`config.mk`:
```
export PLATFORM = sky130hd
export DESIGN_NAME = scarv_cop_issue
export DESIGN_NICKNAME = d
export VERILOG_FILES = /design/src/rtl/scarv_cop_issue_pkg.sv /design/src/rtl/scarv_cop_issue_fifo.sv /design/src/rtl/scarv_cop_issue.sv
export SDC_FILE = /design/constraint.sdc
export NUM_CORES = 1
export LEC_CHECK = 0
export ABC_AREA = 1
export CORE_ASPECT_RATIO = 1.4
export CORE_MARGIN = 4
export CORE_UTILIZATION = 36
export DETAILED_ROUTE_END_ITERATION = 12
export HOLD_SLACK_MARGIN = 0.06
export PLACE_DENSITY = 0.75
export SKIP_LAST_GASP = 1
export SLEW_MARGIN = 20
export SYNTH_ARGS = -nofsm -noshare
export SYNTH_HDL_FRONTEND = slang
export SYNTH_HIERARCHICAL = 1
export SYNTH_SLANG_ARGS = --single-unit
```
`constraint.sdc`:
```
create_clock -name g_clk -period 1.5 [get_ports g_clk]
set_clock_uncertainty 0.05 [all_clocks]
set_input_delay 0.3 -clock g_clk [delete_from_list [all_inputs] [get_ports g_clk]]
set_output_delay 0.3 -clock g_clk [all_outputs]
set_load 0.02 [all_outputs]
```
`src/rtl/scarv_cop_issue_pkg.sv`:
```
// Shared definitions for the SCARV coprocessor issue stage: buffer depth, FSM encodings, payload types.
// Define SCARV_COP_ISSUE_BUF_EN to get a two-entry issue buffer; otherwise a single holding register.
package scarv_cop_issue_pkg;

`ifdef SCARV_COP_ISSUE_BUF_EN
    localparam int SCARV_COP_ISSUE_DEPTH = 2;
`else
    localparam int SCARV_COP_ISSUE_DEPTH = 1;
`endif

    localparam int SCARV_COP_ISSUE_CNT_W = $clog2(SCARV_COP_ISSUE_DEPTH + 1);

    typedef enum logic [1:0] {
        ST_IDLE = 2'd0,
        ST_EXEC = 2'd1,
        ST_RESP = 2'd2
    } issue_state_t;

    typedef struct packed {
        logic [31:0] enc;
        logic [31:0] rs1;
        logic [31:0] rs2;
    } issue_entry_t;

    typedef struct packed {
        logic        wen;
        logic [4:0]  rd;
        logic [31:0] wdata;
        logic        exc;
    } issue_rsp_t;

    // A faulting instruction must never write the register file.
    function automatic issue_rsp_t mask_rsp(input logic wen, input logic [4:0] rd,
                                            input logic [31:0] wdata, input logic exc);
        issue_rsp_t r;
        r.wen   = wen & ~exc;
        r.rd    = rd;
        r.wdata = wdata;
        r.exc   = exc;
        return r;
    endfunction

endpackage

```
`src/rtl/scarv_cop_issue_fifo.sv`:
```
// In-order instruction buffer with registered occupancy; depth 1 degenerates to a holding register.
module scarv_cop_issue_fifo #(
    parameter int DEPTH = 1,
    parameter int W     = 96
) (
    input  logic                           g_clk,
    input  logic                           g_resetn,
    input  logic                           push_i,
    input  logic [W-1:0]                   din_i,
    input  logic                           pop_i,
    output logic [W-1:0]                   dout_o,
    output logic                           full_o,
    output logic                           empty_o,
    output logic [$clog2(DEPTH+1)-1:0]     count_o
);
    localparam int CNT_W = $clog2(DEPTH + 1);

    logic [CNT_W-1:0] count_q;
    logic [CNT_W-1:0] count_d;
    logic             push_ok_s;
    logic             pop_ok_s;

    assign full_o    = (count_q == CNT_W'(DEPTH));
    assign empty_o   = (count_q == '0);
    assign count_o   = count_q;
    assign push_ok_s = push_i & ~full_o;
    assign pop_ok_s  = pop_i & ~empty_o;

    // Occupancy update; simultaneous push and pop leaves it unchanged.
    always_comb begin
        count_d = count_q;
        if (push_ok_s && !pop_ok_s) begin
            count_d = count_q + CNT_W'(1);
        end else if (!push_ok_s && pop_ok_s) begin
            count_d = count_q - CNT_W'(1);
        end else begin
            count_d = count_q;
        end
    end

    // Occupancy register.
    always_ff @(posedge g_clk or negedge g_resetn) begin
        if (!g_resetn) begin
            count_q <= '0;
        end else begin
            count_q <= count_d;
        end
    end

    if (DEPTH == 1) begin : g_single
        logic [W-1:0] data_q;

        // Single holding register.
        always_ff @(posedge g_clk or negedge g_resetn) begin
            if (!g_resetn) begin
                data_q <= '0;
            end else if (push_ok_s) begin
                data_q <= din_i;
            end
        end

        assign dout_o = data_q;
    end else begin : g_ring
        localparam int PTR_W = $clog2(DEPTH);

        logic [W-1:0]     mem_q [DEPTH];
        logic [PTR_W-1:0] wr_ptr_q;
        logic [PTR_W-1:0] rd_ptr_q;

        function automatic logic [PTR_W-1:0] ptr_inc(input logic [PTR_W-1:0] p);
            if (p == PTR_W'(DEPTH - 1)) begin
                return '0;
            end
            return p + PTR_W'(1);
        endfunction

        // Ring storage and wrapping pointers.
        always_ff @(posedge g_clk or negedge g_resetn) begin
            if (!g_resetn) begin
                for (int i = 0; i < DEPTH; i++) begin
                    mem_q[i] <= '0;
                end
                wr_ptr_q <= '0;
                rd_ptr_q <= '0;
            end else begin
                if (push_ok_s) begin
                    mem_q[wr_ptr_q] <= din_i;
                    wr_ptr_q        <= ptr_inc(wr_ptr_q);
                end
                if (pop_ok_s) begin
                    rd_ptr_q <= ptr_inc(rd_ptr_q);
                end
            end
        end

        assign dout_o = mem_q[rd_ptr_q];
    end

endmodule

```
`src/rtl/scarv_cop_issue.sv`:
```
// Coprocessor issue stage: buffers host instructions, issues one at a time, holds the response.
// Buffer depth is 2 when SCARV_COP_ISSUE_BUF_EN is defined, otherwise 1.
module scarv_cop_issue
    import scarv_cop_issue_pkg::*;
(
    input  logic        g_clk,
    input  logic        g_resetn,
    input  logic        cpu_insn_req,
    output logic        cpu_insn_ack,
    input  logic [31:0] cpu_insn_enc,
    input  logic [31:0] cpu_rs1,
    input  logic [31:0] cpu_rs2,
    output logic        cop_insn_valid,
    input  logic        cop_insn_ready,
    output logic [31:0] cop_insn_enc,
    output logic [31:0] cop_rs1,
    output logic [31:0] cop_rs2,
    input  logic        cop_rsp_valid,
    output logic        cop_rsp_ready,
    input  logic        cop_rsp_wen,
    input  logic [4:0]  cop_rsp_rd,
    input  logic [31:0] cop_rsp_wdata,
    input  logic        cop_rsp_exc,
    output logic        cpu_rsp_valid,
    input  logic        cpu_rsp_ready,
    output logic        cpu_rsp_wen,
    output logic [4:0]  cpu_rsp_rd,
    output logic [31:0] cpu_rsp_wdata,
    output logic        cpu_rsp_exc,
    output logic        busy
);
    issue_state_t                     state_q;
    issue_state_t                     state_d;
    issue_entry_t                     fifo_din_s;
    issue_entry_t                     fifo_dout_s;
    issue_rsp_t                       rsp_q;
    logic                             fifo_full_s;
    logic                             fifo_empty_s;
    logic [SCARV_COP_ISSUE_CNT_W-1:0] fifo_count_s;
    logic                             push_s;
    logic                             pop_s;
    logic                             capture_s;

    assign fifo_din_s = '{enc: cpu_insn_enc, rs1: cpu_rs1, rs2: cpu_rs2};

    // Ack looks only at registered occupancy, and is held low while in reset.
    assign cpu_insn_ack   = g_resetn & ~fifo_full_s;
    assign push_s         = cpu_insn_req & cpu_insn_ack;
    assign cop_insn_valid = (state_q == ST_IDLE) & ~fifo_empty_s;
    assign pop_s          = cop_insn_valid & cop_insn_ready;
    assign cop_rsp_ready  = (state_q == ST_EXEC);
    assign capture_s      = cop_rsp_ready & cop_rsp_valid;
    assign cpu_rsp_valid  = (state_q == ST_RESP);
    assign busy           = (fifo_count_s != '0) | (state_q != ST_IDLE);

    assign cop_insn_enc  = fifo_dout_s.enc;
    assign cop_rs1       = fifo_dout_s.rs1;
    assign cop_rs2       = fifo_dout_s.rs2;
    assign cpu_rsp_wen   = rsp_q.wen;
    assign cpu_rsp_rd    = rsp_q.rd;
    assign cpu_rsp_wdata = rsp_q.wdata;
    assign cpu_rsp_exc   = rsp_q.exc;

    scarv_cop_issue_fifo #(
        .DEPTH (SCARV_COP_ISSUE_DEPTH),
        .W     ($bits(issue_entry_t))
    ) u_fifo (
        .g_clk    (g_clk),
        .g_resetn (g_resetn),
        .push_i   (push_s),
        .din_i    (fifo_din_s),
        .pop_i    (pop_s),
        .dout_o   (fifo_dout_s),
        .full_o   (fifo_full_s),
        .empty_o  (fifo_empty_s),
        .count_o  (fifo_count_s)
    );

    // Issue FSM next-state.
    always_comb begin
        state_d = state_q;
        case (state_q)
            ST_IDLE: begin
                if (pop_s) begin
                    state_d = ST_EXEC;
                end else begin
                    state_d = ST_IDLE;
                end
            end
            ST_EXEC: begin
                if (cop_rsp_valid) begin
                    state_d = ST_RESP;
                end else begin
                    state_d = ST_EXEC;
                end
            end
            ST_RESP: begin
                if (cpu_rsp_ready) begin
                    state_d = ST_IDLE;
                end else begin
                    state_d = ST_RESP;
                end
            end
            default: state_d = ST_IDLE;
        endcase
    end

    // Issue FSM state register.
    always_ff @(posedge g_clk or negedge g_resetn) begin
        if (!g_resetn) begin
            state_q <= ST_IDLE;
        end else begin
            state_q <= state_d;
        end
    end

    // Response holding register, loaded once when execute completes.
    always_ff @(posedge g_clk or negedge g_resetn) begin
        if (!g_resetn) begin
            rsp_q <= '0;
        end else if (capture_s) begin
            rsp_q <= mask_rsp(cop_rsp_wen, cop_rsp_rd, cop_rsp_wdata, cop_rsp_exc);
        end
    end

endmodule

```
# == Word level (Yosys, flattened, before mapping) ==
# Index checks and enable logic that the tools add are counted.
# totals
register_bits,138
wordCells,35
in_bits,141
output_inout_bits,140
# op_classes
mux,6
reduce_logical,7
eq_ne,2
bitwise,11
add_sub_neg,2
# op_table
operator,n
$and 1x1->1,8
$pmux 2 s3,1
$mux 2,2
$reduce_bool 2->1,2
$mux 1,3
$eq 2x1->1 const B,1
$eq 2x2->1 const B,1
$logic_and 1x1->1,2
$logic_not 1->1,2
$logic_not 2->1,1
$not 1->1,2
$add 1x1->1 const B,1
$or 1x1->1,1
$sub 1x1->1 const B,1

# == Longest topological paths before layout ==
# Gate-level depths: netlist (run 1).
# logic_depth
word_depth,8
ltp_mapped,8
mapped_depth_nobuf,5

# == Hierarchy ==
# The synthesis (run 1) kept the hierarchy.
# modules_own_cells
mod,seq_area_each_um2,area_per_inst_um2,cells_each,instances
scarv_cop_issue_fifo,2427.3,3841.2,420,1
scarv_cop_issue,1026.0,1680.4,192,1

# == Least setup slack after synthesis (run 1) ==
# Ideal clock, no wire load.
# synth_path
path_type,reg-to-reg
startpoint,"reg u_fifo.count_q, in the netlist u_fifo/count_o"
endpoint,"reg u_fifo.g_single.data_q[51], in the netlist u_fifo/dout_o[51]"
setup_time_ps,117
required_ps,1333
slack_ps,26
arrival_time_ps,1307
stages_incl_launch_ff,9
synth_period_minus_slack_ps,1474
path_buffers,4
path_cell_list,dfrtp_1 > buf_4 > nor3b_1 > buf_4 > nand2_4 > buf_6 > buf_4 > nand2_1 > nand2_1
# synth_between
elab_chain_cells,4
# synth_lines
element,line_no,rtl
from (decl),scarv_cop_issue_fifo.sv:18,logic [CNT_W-1:0] count_q;
from (signal assigned),scarv_cop_issue_fifo.sv:46,count_q <= count_d;
$not 1->1,-,
$and 1x1->1,scarv_cop_issue.sv:47,assign cpu_insn_ack = g_resetn & ~fifo_full_s;
$and 1x1->1,scarv_cop_issue.sv:48,assign push_s = cpu_insn_req & cpu_insn_ack;
named net push_s,scarv_cop_issue.sv:40,logic push_s;
$and 1x1->1,scarv_cop_issue_fifo.sv:26,assign push_ok_s = push_i & ~full_o;
to (signal assigned),scarv_cop_issue_fifo.sv:58,data_q <= din_i;
to (decl),scarv_cop_issue_fifo.sv:51,logic [W-1:0] data_q;
# The timed path passes the listed nets, and every way through them passes these cells.
# A chain may end at the register's enable or synchronous reset.

# == Worst setup path after layout (run 1) ==
# layout_path
startpoint,reg state_q[0]
endpoint,out busy
# layout_between
elab_chain_cells,2
# layout_lines
element,line_no,rtl
from (decl),scarv_cop_issue.sv:32,issue_state_t state_q;
from (signal assigned),scarv_cop_issue.sv:113,state_q <= state_d;
$reduce_bool 2->1,scarv_cop_issue.sv:54,assign busy = (fifo_count_s != '0) | (state_q != ST_IDLE);
$or 1x1->1,scarv_cop_issue.sv:54,
to (decl),scarv_cop_issue.sv:30,output logic busy
# Every way passes these cells.

==> run_results.csv, run 1 <==
group,metric,value,unit
clock_tree,insertion_delay,400,ps
die,initial_core_util,36.68,%
final_layout,final_layout_size_suffix_gt1_share,35.36,%
timing,slew_headroom,47.34,%
placement,io_buffers,280,
timing,drv_slew,0,
yosys,syn_inst,612,
drt,drt_iter0_markers,382,
placement,gp_congestion,0.8010,
power,cellPowerDensity,2024,mW/mm²
die,chipWidth,112.7,µm
final_layout,fin_nets,1085,
critical_path,r2r_setup_slack,-170,ps
critical_path,cp.required,1150,ps
power,pwr-share-comb,49.7,%
clock_tree,path_clk_slew,70,ps
critical_path,worst-setup-path-type,"flip-flop to output pin",
power,p_sw_share,42.17,%
timing,setup_slack,-181.3,ps
timing,fin_tns_setup,-9160,ps
yosys,synth_top_family_by_area,"simple AND/OR/NAND/NOR gates",
power,clock_power_share,19.2,%
critical_path,worstReg2RegEnd,"u_fifo/dout_o[52]",
global_route,grt_max_degree,63,
global_route,grt_pass1_wl,33640,µm
power,p_int,12.58,mW
timing,hold_ws,388.1,ps
timing,period_needed,1681,ps
drt,num_vias,5701,
global_route,antenna_found_initial,1,
global_route,grt_pass1_vias,6034,
final_layout,area_growth,94.70,%
power,p_leak,5.236,nW
drt,routed_wl,22400,µm
timing,finalHoldViolCount,0,
drt,postRouteAntennaNets,0,
yosys,synthSimpleGateAreaFrac,32.02,%
flow_run,drv_cap,0,
placement,pre_cts_slack,-251.9,ps
critical_path,cp-startpoint,"state_q[0]",
final_layout,stdcell_count,1149,
worst_hold_path,min_path_cells,3,
global_route,grtUsageTotal,24.92,%
die,die_area,0.01741,mm²
drt,dr.pass1.iters,4,
clock_tree,clock-sinks,138,
drt,routedWlPerCell,19.50,µm
critical_path,crit_fanout,2,
die,pin_count,281,
yosys,synth_fp_nets,753,
placement,place_inst,1067,
timing,finalSetupViolCount,102,
clock_tree,cts_tree,"built",
clock_tree,cts_root_buf,"clkbuf_16",
drt,drcViolationCount,0,
yosys,avgSynthCellArea,9.022,µm²
timing,fmax,594.8,MHz
yosys,synthMuxAreaShare,0,%
global_route,gr-total-overflow,0,
critical_path,arrival,1330,ps
die,fp-row-count,53,
worst_hold_path,holdPathEnd,"u_fifo/dout_o[18]",
power,peakVddDrop,1047,µV
critical_path,reg2reg_depth,8,
clock_tree,clockBufferDepth,2,
die,die_h,154.5,µm
worst_hold_path,hp-start,"cpu_rs2[18]",
yosys,syn_area,0.005522,mm²
yosys,yosysSeqAreaShare,62.54,%
worst_hold_path,min_path_type,"primary input to flip-flop",
drt,routed_via_density,4.962,
placement,dp_hpwl,12240,µm
die,core_area,0.01505,mm²
clock_tree,htreeDepth,4,
timing,rsz0062_at_grt,"yes",
final_layout,finalCoreUtilization,71.42,%
yosys,synth-compound-area-share,0.1813,%
critical_path,end_kind,"output pin",
yosys,synth_xor_area_share,0,%
timing,worst_pin_slew,789.8,ps
critical_path,cp-start-kind,"flip-flop",
status,outcome,"complete, but fails checks",
critical_path,reg2reg_from,"u_fifo/count_o",
clock_tree,cts_buffers,17,
yosys,synth_seq_cells,138,
timing,fin_crit_sh,112.1,%
status,violations,"setup timing",
power,pwr-share-seq,31.1,%
yosys,yosys_warnings,6,
yosys,yosys.area_share.adder,0,%
power,switchingPower,9.173,mW
yosys,ys_types,19,
[registers in the layout, summed over array words and instances, names as in the netlist]
| register | count |
|---|---|
| cpu_rsp_wdata | 32 |
| cpu_rsp_rd | 5 |
| cpu_rsp_exc | 1 |
| u_fifo/dout_o | 96 |
| u_fifo/count_o | 1 |
| cpu_rsp_wen | 1 |
| state_q | 2 |
[worst max-delay path by stage]
stage	slack, ps	to	cells after the start
final	-180	busy	4
after global routing	-250	u_fifo/dout_o[40]	9
after CTS	-210	busy	4
after detailed placement	-250	u_fifo/dout_o[7]	7
after global placement	-200	u_fifo/dout_o[42]	7
after floorplan	30	u_fifo/dout_o[51]	8
[synth_stat cells, drive strengths merged]
cell	count	area, µm²
nor3b	1	7.510
nand3	136	685.7
o21ai	2	10.01
buf	40	235.2
nor2	4	22.52
nand2	275	1040
clkbuf	5	18.77
nand4	1	6.260
dfrtp	138	3453
inv	9	36.29
or2	1	6.260
[area by class of cell]
cell class / instances / area [µm²]
Antenna cell: 1 / 2.502
Timing Repair Buffer: 357 / 3851
Inverter: 9 / 38.79
Sequential cell: 138 / 3455
Clock buffer: 18 / 439.2
Fill cell: 1101 / 4303
Tap cell: 192 / 240.2
Multi-Input combinational cell: 421 / 2579
Clock inverter: 13 / 145.1
[stage by stage]
step	instance area, µm²	power [mW]
after floorplan	5522	10.97
after global placement	8615	15.81
after detailed placement	8615	15.97
after CTS	10470	20.70
after global routing	10750	22.88
final	10750	21.76
[power groups by stage]
stage / Sequential [mW] / Clock, mW / Combinational, mW
6_report: 6.78 / 4.18 / 10.8
2_1_floorplan: 8.45 / 0 / 2.52
5_1_grt: 7.01 / 4.43 / 11.4
3_3_place_gp: 6.38 / 0 / 9.43
3_5_place_dp: 6.41 / 0 / 9.57
4_1_cts: 6.40 / 4.25 / 10.1
[critical path, stage by stage, from the launching register on]
cell,delay [ps]
dfrtp_1,390
inv_2,70
nand2_2,50
or2_2,270
buf_6,140
[repair_timing]
action	CTS	global route
hold buffers	1	0
gates resized for setup	292	293
pin swaps	56	52
setup endpoints to repair	236	223
setup buffers	25	18
endpoints found under the hold margin	63	0
gates cloned	26	2
[cells by family after synthesis]
| family | count (synthesis) |
|---|---|
| AND/OR/NAND/NOR | 418 |
| buffers and inverters | 54 |
| AO/OA/AOI/OAI | 2 |
| flip-flops | 138 |
[placed cells by master (no fill, tap or decap)]
cell type,n
buf_12,18
buf_16,19
buf_4,19
buf_6,18
buf_8,6
bufinv_16,2
clkbuf_16,19
clkbuf_2,42
clkbuf_8,1
clkdlybuf4s15_1,45
clkdlybuf4s50_1,139
clkinv_2,2
clkinv_4,3
clkinvlp_4,3
dfrtp_1,137
dfrtp_2,1
diode_2,1
dlygate4sd2_1,48
dlygate4sd3_1,1
inv_1,5
inv_2,3
inv_6,4
nand2_1,149
nand2_2,87
nand2_4,38
nand2_8,2
nand3_1,88
nand3_2,45
nand3_4,3
nand4_1,1
nor2_1,3
nor2_4,1
nor3b_4,1
o21ai_0,2
or2_2,1
[metal layers]
metal,vias up,track usage [%],wire length (µm)
met5,-,0,0
met4,0,10.19,675
met3,47,6.106,1579
met2,248,44.38,12020
met1,2766,28.35,8125
li1,2640,-,-
Power figures use the tool's default switching activity.
==> inputs of run 2 (changes only) <==
Settings changed: GPL_ROUTABILITY_DRIVEN from default to 0, HOLD_SLACK_MARGIN 0.06 to default.
==> run 2 against run 1 <==
Worst hold slack worse by 380 ps. Sequential power about the same. Via count unchanged. Flip-flop and latch count unchanged. The run still ends with setup timing left. Non-clock buffer count unchanged.
==> run_results.csv, run 2 (synthesis results as in run 1) <==
group,metric,value,unit
final_layout,fin_nets,1085,
final_layout,final_common_cell,"nand2_1",
power,pwr-share-seq,31.2,%
final_layout,final_layout_size_suffix_gt1_share,35.36,%
global_route,gr-total-overflow,0,
die,chipWidth,112.7,µm
timing,setup_slack,-178.4,ps
critical_path,cp-start-kind,"flip-flop",
critical_path,max_stage_delay,390,ps
critical_path,crit_fanout,2,
drt,num_vias,5701,
timing,drv_slew,0,
power,clock_power_share,19.2,%
clock_tree,htreeDepth,4,
global_route,grt_max_degree,63,
final_layout,fillers,1101,
timing,slew_headroom,47.34,%
placement,pre_cts_slack,-251.9,ps
placement,io_buffers,280,
timing,fmax,595.8,MHz
final_layout,area_growth,94.70,%
die,pin_count,281,
drt,dr.pass1.iters,4,
timing,finalSetupViolCount,101,
clock_tree,cts_buffers,17,
critical_path,worst-setup-path-type,"flip-flop to output pin",
global_route,grt_pass1_vias,6037,
power,p_leak,5.236,nW
die,initial_core_util,36.68,%
timing,rsz0062_at_grt,"yes",
critical_path,cp.required,1150,ps
drt,routed_wl,22340,µm
timing,fin_tns_setup,-9114,ps
die,die_area,0.01741,mm²
final_layout,largest_reg_flops,96,
final_layout,multi_input_area,0.002579,mm²
clock_tree,cts_root_buf,"clkbuf_16",
clock_tree,clockBufferDepth,2,
worst_hold_path,min_path_type,"primary input to async pin",
global_route,grt_pass1_wl,33580,µm
power,peakVddDrop,1050,µV
status,violations,"setup timing",
critical_path,worstReg2RegEnd,"u_fifo/dout_o[26]",
critical_path,crit_slowest_cell,"dfrtp_1",
final_layout,final_cell_mix,"nand2_1 (149), clkdlybuf4s50_1 (139), dfrtp_1 (137)",
die,fp-row-count,53,
clock_tree,insertion_delay,400,ps
timing,hold_ws,12.02,ps
final_layout,seqCellArea,0.003455,mm²
power,switchingPower,9.168,mW
final_layout,finalCoreUtilization,71.42,%
power,cellPowerDensity,2023,mW/mm²
critical_path,end_kind,"output pin",
critical_path,reg2reg_from,"u_fifo/count_o",
clock_tree,path_clk_slew,60,ps
power,pwr-share-comb,49.7,%
drt,routed_via_density,4.962,
drt,drcViolationCount,0,
global_route,antenna_found_initial,1,
timing,finalHoldViolCount,0,
global_route,grtUsageTotal,24.86,%
drt,drt_iter0_markers,379,
drt,postRouteAntennaNets,0,
clock_tree,cts_tree,"built",
flow_run,drv_cap,0,
placement,dp_hpwl,12240,µm
critical_path,path_delay_family,"flip-flops",
final_layout,stdcell_count,1149,
status,outcome,"complete, but fails checks",
placement,place_inst,1067,
power,p_int,12.58,mW
critical_path,path_cells,"inv_2, nand2_2, or2_2, buf_6",
timing,fin_crit_sh,111.9,%
drt,routedWlPerCell,19.44,µm
power,p_sw_share,42.15,%
die,die_h,154.5,µm
critical_path,reg2reg_depth,9,
critical_path,arrival,1330,ps
timing,worst_pin_slew,789.9,ps
timing,period_needed,1678,ps
critical_path,path_buf_inv,2,
clock_tree,clock-sinks,138,
critical_path,r2r_setup_slack,-160,ps
die,core_area,0.01505,mm²
run 2: cell counts in the layout (fill, tap and decap cells not counted):
Identical to the previous run, type by type.
run 2: power groups by stage:
stage	clock, mW	sequential, mW	combinational [mW]
2_1_floorplan	0	8.45	2.52
3_3_place_gp	0	6.38	9.43
3_5_place_dp	0	6.41	9.57
4_1_cts	4.25	6.40	10.1
5_1_grt	4.43	7.01	11.4
6_report	4.17	6.78	10.8
run 2: final cells by class:
type	instances	area share [%]
flip-flops and latches	138	32.13
repair buffers	357	35.82
clock inverters	13	1.350
clock buffers	18	4.085
inverters	9	0.3608
well taps	192	2.235
diodes	1	0.02328
multi-input cells	421	23.99
run 2: per-stage QoR:
stage,power (mW),cell area [µm²]
after CTS,20.70,10470
after detailed placement,15.97,8615
after global placement,15.81,8615
after floorplan,10.97,5522
final,21.75,10750
after global routing,22.88,10750
run 2: how the worst max path moves through the flow:
stage / startpoint / to / cells past startpoint / slack [ps]
floorplan: u_fifo/count_o / u_fifo/dout_o[51] / 8 / 30
global placement: cpu_insn_req / u_fifo/dout_o[42] / 7 / -200
detailed placement: cpu_insn_req / u_fifo/dout_o[7] / 7 / -250
CTS: state_q[0] / busy / 4 / -210
global route: u_fifo/count_o / u_fifo/dout_o[40] / 9 / -250
finish: state_q[0] / busy / 4 / -180
run 2: timing repair:
item | CTS | global route
gates cloned | 26 | 2
pin swaps | 56 | 52
hold endpoints to repair | 40 | 0
buffers inserted | 25 | 18
hold buffers | 1 | 0
resized for setup | 292 | 293
setup endpoints to repair | 236 | 223
run 2: routing by layer:
metal / wire length [µm] / GRT usage (%)
met2: 11990 / 44.12
met5: 0 / 0
met4: 669 / 10.42
met1: 8274 / 28.30
met3: 1406 / 6.106
